<file path="src/rtl/arm7tdmi_jtag_tap.sv">
// JTAG TAP controller for the ARM7TDMI debug port: 16-state TAP FSM, 4-bit IR,
// BYPASS and IDCODE data registers, plus selects and tdo muxing for the external ICE and SCAN_N chains.
module arm7tdmi_jtag_tap (
  input  logic       tck,
  input  logic       trst,
  input  logic       tms,
  input  logic       tdi,
  output logic       tdo,
  output logic       test_logic_reset,
  output logic       run_test_idle,
  output logic       select_dr_scan,
  output logic       capture_dr,
  output logic       shift_dr,
  output logic       exit1_dr,
  output logic       pause_dr,
  output logic       exit2_dr,
  output logic       update_dr,
  output logic       select_ir_scan,
  output logic       capture_ir,
  output logic       shift_ir,
  output logic       exit1_ir,
  output logic       pause_ir,
  output logic       exit2_ir,
  output logic       update_ir,
  output logic       bypass_select,
  output logic       idcode_select,
  output logic       ice_select,
  output logic       scan_n_select,
  input  logic       ice_tdo,
  input  logic       scan_n_tdo,
  output logic [3:0] current_ir
);

  localparam logic [31:0] IdcodeValue = 32'h3F0F0F0F;
  localparam logic [3:0]  IrIdcode    = 4'hE;
  localparam logic [3:0]  IrCapture   = 4'b0001;

  typedef enum logic [3:0] {
    StTlr, StRti, StSelDr, StCapDr, StShiftDr, StExit1Dr, StPauseDr, StExit2Dr, StUpdateDr,
    StSelIr, StCapIr, StShiftIr, StExit1Ir, StPauseIr, StExit2Ir, StUpdateIr
  } state_e;

  state_e      state_q;
  logic [3:0]  ir_q;
  logic [3:0]  ir_shift_q;
  logic        bypass_q;
  logic [31:0] idcode_q;

  always_ff @(posedge tck) begin
    if (trst) begin
      state_q    <= StTlr;
      ir_q       <= IrIdcode;
      ir_shift_q <= IrCapture;
      bypass_q   <= 1'b0;
      idcode_q   <= IdcodeValue;
    end else begin
      unique case (state_q)
        StTlr: begin
          ir_q    <= IrIdcode;
          state_q <= tms ? StTlr : StRti;
        end
        StRti:   state_q <= tms ? StSelDr : StRti;
        StSelDr: state_q <= tms ? StSelIr : StCapDr;
        StCapDr: begin
          bypass_q <= 1'b0;
          if (idcode_select) idcode_q <= IdcodeValue;
          state_q <= tms ? StExit1Dr : StShiftDr;
        end
        StShiftDr: begin
          if (bypass_select) bypass_q <= tdi;
          idcode_q <= {tdi, idcode_q[31:1]};
          state_q  <= tms ? StExit1Dr : StShiftDr;
        end
        StExit1Dr:  state_q <= tms ? StUpdateDr : StPauseDr;
        StPauseDr:  state_q <= tms ? StExit2Dr : StPauseDr;
        StExit2Dr:  state_q <= tms ? StUpdateDr : StShiftDr;
        StUpdateDr: state_q <= tms ? StSelDr : StRti;
        StSelIr:    state_q <= tms ? StTlr : StCapIr;
        StCapIr: begin
          ir_shift_q <= IrCapture;
          state_q    <= tms ? StExit1Ir : StShiftIr;
        end
        StShiftIr: begin
          ir_shift_q <= {tdi, ir_shift_q[3:1]};
          state_q    <= tms ? StExit1Ir : StShiftIr;
        end
        StExit1Ir: state_q <= tms ? StUpdateIr : StPauseIr;
        StPauseIr: state_q <= tms ? StExit2Ir : StPauseIr;
        StExit2Ir: state_q <= tms ? StUpdateIr : StShiftIr;
        StUpdateIr: begin
          ir_q    <= ir_shift_q;
          state_q <= tms ? StSelDr : StRti;
        end
        default: state_q <= StTlr;
      endcase
    end
  end

  assign test_logic_reset = (state_q == StTlr);
  assign run_test_idle    = (state_q == StRti);
  assign select_dr_scan   = (state_q == StSelDr);
  assign capture_dr       = (state_q == StCapDr);
  assign shift_dr         = (state_q == StShiftDr);
  assign exit1_dr         = (state_q == StExit1Dr);
  assign pause_dr         = (state_q == StPauseDr);
  assign exit2_dr         = (state_q == StExit2Dr);
  assign update_dr        = (state_q == StUpdateDr);
  assign select_ir_scan   = (state_q == StSelIr);
  assign capture_ir       = (state_q == StCapIr);
  assign shift_ir         = (state_q == StShiftIr);
  assign exit1_ir         = (state_q == StExit1Ir);
  assign pause_ir         = (state_q == StPauseIr);
  assign exit2_ir         = (state_q == StExit2Ir);
  assign update_ir        = (state_q == StUpdateIr);

  assign current_ir = ir_q;

  // Unlisted opcodes fall back to BYPASS so exactly one select is always high.
  always_comb begin
    bypass_select = 1'b0;
    idcode_select = 1'b0;
    ice_select    = 1'b0;
    scan_n_select = 1'b0;
    case (ir_q)
      4'hE:       idcode_select = 1'b1;
      4'h2:       scan_n_select = 1'b1;
      4'hC, 4'h0: ice_select    = 1'b1;
      default:    bypass_select = 1'b1;
    endcase
  end

  always_comb begin
    tdo = 1'b0;
    if (state_q == StShiftIr) begin
      tdo = ir_shift_q[0];
    end else if (state_q == StShiftDr) begin
      if (idcode_select)      tdo = idcode_q[0];
      else if (ice_select)    tdo = ice_tdo;
      else if (scan_n_select) tdo = scan_n_tdo;
      else                    tdo = bypass_q;
    end
  end

endmodule

</file>
<file path="config.mk">
export PLATFORM = sky130hd
export DESIGN_NAME = arm7tdmi_jtag_tap
export DESIGN_NICKNAME = d
export VERILOG_FILES = /design/src/rtl/arm7tdmi_jtag_tap.sv
export SDC_FILE = /design/constraint.sdc
export NUM_CORES = 1
export LEC_CHECK = 0
export ABC_AREA = 1
export ABC_CLOCK_PERIOD_IN_PS = 2000
export CAP_MARGIN = 20
export CORE_MARGIN = 2
export CORE_UTILIZATION = 53
export CTS_CLUSTER_DIAMETER = 60
export DETAILED_ROUTE_END_ITERATION = 12
export PLACE_DENSITY = 0.77
export SLEW_MARGIN = 20
export SYNTH_ARGS = -nofsm -noshare
export SYNTH_HDL_FRONTEND = slang
export SYNTH_SLANG_ARGS = --single-unit
</file>
<file path="constraint.sdc">
create_clock -name tck -period 2 [get_ports tck]
set_clock_uncertainty 0.2 [all_clocks]
set_input_delay 0.4 -clock tck [delete_from_list [all_inputs] [get_ports tck]]
set_output_delay 0.4 -clock tck [all_outputs]
set_load 0.02 [all_outputs]
</file>
### After elaboration in Yosys (flattened, before gate mapping)

Index checks and enable logic that the tools add are counted.

| word-level totals | value |
|---|---|
| output and inout bits | 25 |
| input bits | 6 |
| bits in registers | 45 |

| operators by class | value |
|---|---|
| reduce and logical (&&, ||, !) cells | 12 |
| muxes and demuxes | 28 |
| equality and inequality tests | 20 |

Operators by type and width:

| cell | number |
|---|---|
| 32-bit case mux with 2 select lines | 1 |
| 4-bit case mux with 12 select lines | 1 |
| 4-bit equality test (second input constant) | 10 |
| 32-bit two-way mux | 1 |
| 4-bit by 3-bit equality test with 1-bit output (second input constant) | 4 |
| 4-bit two-way mux | 4 |
| 4-bit case mux with 2 select lines | 2 |
| 1-bit two-way mux | 13 |
| 4-bit by 2-bit equality test with 1-bit output (second input constant) | 3 |
| 4-bit logical NOT | 2 |
| 2-bit two-way mux | 3 |
| 3-bit two-way mux | 2 |
| 2-bit nonzero test | 3 |
| 2-bit OR reduction | 3 |
| 4-bit by 1-bit equality test with 1-bit output (second input constant) | 1 |
| 2-bit AND reduction | 2 |
| 4-bit OR reduction | 1 |
| 3-bit OR reduction | 1 |
| 2-bit by 1-bit != test with 1-bit output (second input constant) | 1 |
| 2-bit != test (second input constant) | 1 |
| 1-bit case mux with 2 select lines | 1 |

### Logic depth before layout (Yosys ltp)

| depth | value |
|---|---|
| word-level depth | 7 |
| gate-level depth with buffers | 10 |

### Worst setup path after synthesis

Ideal clock, no wire load.

| timing path | value |
|---|---|
| kind | reg2out |
| from | register ir_q[2] (netlist: current_ir[2]) |
| to | output tdo |
| buffers on the path | 0 |
| data arrival time | 1.192 ns |
| stages on the path, launching flop included | 9 |
| path slack | 0.208 ns |
| data required time | 1.400 ns |
| cell sequence | dfxtp_1 nor2_1 nand2_1 nand2_1 inv_1 nand3_1 nand2_1 nand2_1 nand2_1 |

| between the ends | value |
|---|---|
| cells in the longest elaborated chain, start to end | 7 |
| elaborated cells on any way between the ends | 13 |

RTL lines:

| element | line | text |
|---|---|---|
| from (decl) | 44 | `logic [3:0] ir_q;` |
| from (signal assigned) | 52 | `ir_q <= IrIdcode;` |
| from (signal assigned) | 59 | `ir_q <= IrIdcode;` |
| from (signal assigned) | 91 | `ir_q <= ir_shift_q;` |
| 4-bit equality test / 4-bit logical NOT (equally long branches) | 124 | `case (ir_q)` |
| 2-bit OR reduction (*) | n/a |  |
| 1-bit two-way mux (*) | 124 |  |
| net ice_select | 27 | `output logic ice_select,` |
| 1-bit two-way mux (*) | 138 | `else if (ice_select) tdo = ice_tdo;` |
| 1-bit two-way mux (*) | 137 | `if (idcode_select) tdo = idcode_q[0];` |
| 1-bit two-way mux (*) | 136 | `end else if (state_q == StShiftDr) begin` |
| 1-bit two-way mux (*) | 134 | `if (state_q == StShiftIr) begin` |
| to (decl) | 8 | `output logic tdo,` |

Mark *: on every way through the listed nets, which the timed path passes. The rest lies on a longest branch.

### Final worst setup path

| timing path | value |
|---|---|
| from | register ir_q[1] (netlist: current_ir[1]) |
| to | output tdo |

| between the ends | value |
|---|---|
| cells in the longest elaborated chain, start to end | 7 |
| elaborated cells on any way between the ends | 13 |

RTL lines:

| element | line |
|---|---|
| 4-bit by 2-bit equality test with 1-bit output, or another cell as far along | 124 |
| 1-bit two-way mux / 2-bit OR reduction (equally long branches) | n/a |
| 1-bit two-way mux (on tied branches) | 139, 124 |
| 1-bit two-way mux | 138 |
| 1-bit two-way mux (*) | 137 |
| 1-bit two-way mux (*) | 136 |
| 1-bit two-way mux (*) | 134 |

Mark *: on every way between the ends. The rest lies on a longest branch, timed or not.

==> summary.txt <==
GRT
  – GRT overflow: 0
  – Maximum number of pins on one net before global-route repair: 26
  – First-pass GRT wire length: 8190 um
  – Total track usage: 0.243
  – Initial antenna violation count: 0
  – Vias in the first global route: approximately 1900

Synth
  – Post-Syn Nets: 304
  – Sequential area share after synthesis: 0.439
  – Ys Warns: 0
  – Synth cell types: 23
  – Yosys reg bits: between 40 and 50
  – Syn Inst Count: just under 300
  – Avg Inst Size Synth: 6.88 um^2
  – Syn Std Cell Area: about 2100 um^2

Place
  – Number of port buffers: 30
  – Hpwl dp: 3550 um
  – Placement Cell Area: 2660 um^2
  – RePlAce Congestion: 0.899
  – Dpl cells: 408

Timing
  – Hold Slack: about 260 ps
  – Final Critical Period: about 2000 ps
  – Sum Neg Setup Slack: -37.0 ps
  – Slew HR: 0.799
  – Tcrit/Tclk final: 1.02
  – Final setup viols: 1
  – RSZ-0062 raised after global routing: true
  – PnR worst setup slack: -37.0 ps
  – Worst-Margin Slew: roughly 300 ps
  – Slew Limit Fails: 0
  – Endpoints failing hold: 0
  – Fmax: around 0.5 GHz

Layout
  – Final instance area: 2720 um^2
  – Antenna diodes: 0
  – Final net count: ~370
  – Final Instance Count excl. Fillers: 416
  – Area Overhead vs Synth: 32.6%
  – Layout cells sized above 1: 0.272

Power and ir drop
  – Power per cell area: 588 nW/um^2
  – Total Power: 1.60 mW
  – Leakage: roughly 1.3 nW
  – Max rail drop VDD: between 0.5 and 0.6 mV

Run status
  – Failing checks: setup timing
  – Outcome: complete, but fails checks

Critical path
  – Crit path DAT: 1440 ps
  – CP max FO: 4
  – Crit path kind: reg2out
  – Worst Path Required: around 1400 ps
  – Worst Setup Start Kind: flip-flop
  – Crit. End Element: output pin

Routing
  – Vias: 2111
  – Residual DRC: 0
  – Final WL: approximately 4900 um
  – DRT antenna net count: 0
  – Initial drt markers: 106
  – DR WL/cell: 11.7 um
  – Post-DR vias/cell: 5.07
  – Drt first pass iters: 4

Clock network
  – Root Buffer: clkbuf_8
  – H-tree depth: 2
  – Worst-case clock buffer depth: 2
  – Worst skew pair latency: 290 ps
  – Worst-path clk slew: 80 ps
  – Total clock sinks: 45
  – CTS tree: yes
  – Total CTS buffers: 5
  – Hold_buf cts: 0
  – Setup Buffers After CTS: 0

Floorplan
  – FP Rows: 22
  – Die boundary height: 66.2 um
  – Die area: 4380 um^2
  – Initial core utilization: 0.556
  – Die W: around 66 um
  – Num ports: 31
  – Area of the core: 3690 um^2

Worst hold path
  – Hold Crit Class: reg2reg

Flow run
  – Max cap viols: 0
## cell usage in the layout, fill, tap and decap left out, types with 3 or more instances in the layout
master / instances
clkbuf_8: 5
nand2_2: 6
o22ai_1: 4
clkdlybuf4s15_2: 3
buf_2: 9
o21ai_0: 15
nand3_1: 29
nand2_1: 87
inv_1: 28
buf_4: 44
a21oi_1: 24
dfxtp_2: 3
dfxtp_1: 38
nor2_2: 5
clkbuf_2: 6
clkdlybuf4s50_1: 8
nor2_1: 16
dfxtp_4: 4
o21ai_1: 9
inv_2: 9
## sequential cells by signal (all words and copies together), names as in the netlist
register	cells
idcode_q	32
current_ir	4
ir_shift_q	4
state_q	4
bypass_q	1
## power by group
group	leakage (nW)	internal, mW	total [mW]	switching, mW
combinational	0.911	0.0649	0.157	0.0919
clock	0.0385	0.247	0.537	0.289
sequential	0.365	0.899	0.906	0.00715
## synth_stat cells
cell type | number | share of area
buf_2 | 1 | 0.0024
inv_4 | 1 | 0.0031
nand3_1 | 29 | 0.071
o22ai_1 | 4 | 0.012
buf_6 | 3 | 0.016
o221ai_1 | 1 | 0.0043
nor2_1 | 22 | 0.040
buf_4 | 4 | 0.015
dfxtp_1 | 45 | 0.44
nand2_1 | 89 | 0.16
a21oi_1 | 24 | 0.059
inv_2 | 5 | 0.0092
o211ai_1 | 1 | 0.0037
clkbuf_1 | 4 | 0.0073
o21ai_0 | 15 | 0.037
nor2_2 | 1 | 0.0031
inv_1 | 32 | 0.059
nand2_2 | 4 | 0.012
nand2_4 | 1 | 0.0055
nor2_8 | 1 | 0.0098
o21bai_1 | 1 | 0.0037
nand3b_1 | 1 | 0.0037
o21ai_1 | 9 | 0.022
## per-stage QoR
step / setup slack [ps] / util
after floorplan: 208 / -
after global placement: -357 / 0.720
after detailed placement: -395 / 0.720
after CTS: -200 / 0.744
after global routing: -121 / 0.737
final: -37.0 / 0.737
## final timing paths
path | start | to | slack [ps] | cells past startpoint
worst max-delay path | current_ir[1] | tdo | -40 | 9
worst min-delay path | idcode_q[2] | idcode_q[1] | 260 | 2
worst max register to register | state_q[1] | idcode_q[16] | 180 | 10
worst min register to register | idcode_q[2] | idcode_q[1] | 260 | 2
## layer usage
metal  track usage  share of wire  vias up
met1         0.320           0.44      941
met4        0.0842          0.017        0
li1              -              -     1089
met5             0              0        -
met3        0.0426          0.068       10
met2         0.401           0.48       71
## timing repair
item | 4_1_cts | 5_1_grt
endpoints found under the setup margin | 21 | 20
resized for setup | 58 | 36
pin swaps | 0 | 0
## final cells by class
cell class	count	area [um^2]
Inverter	38	145
Multi-Input combinational cell	203	951
Sequential cell	45	920
Clock buffer	7	76.3
Timing Repair Buffer	74	561
Fill cell	322	968
Tap cell	48	60.1
Clock inverter	1	7.51
## cells by family (layout without fill, tap and decap cells)
logic type,after synthesis,after routing,synth area share
flip-flops,45,45,0.439
AND/OR/NAND/NOR,148,148,0.308
buffers and inverters,50,120,0.112
AO/OA/AOI/OAI,55,55,0.141
## critical path, stage by stage (launching register included)
cell and delay (ps):
dfxtp_2 360, inv_1 60, nor2_2 130, buf_4 130, nand3b_1 70, nand3_1 90, nand2_1 50, nand2_1 50
nand2_1 50, clkbuf_2 150
Note: power is estimated with default switching activity, not from simulation.
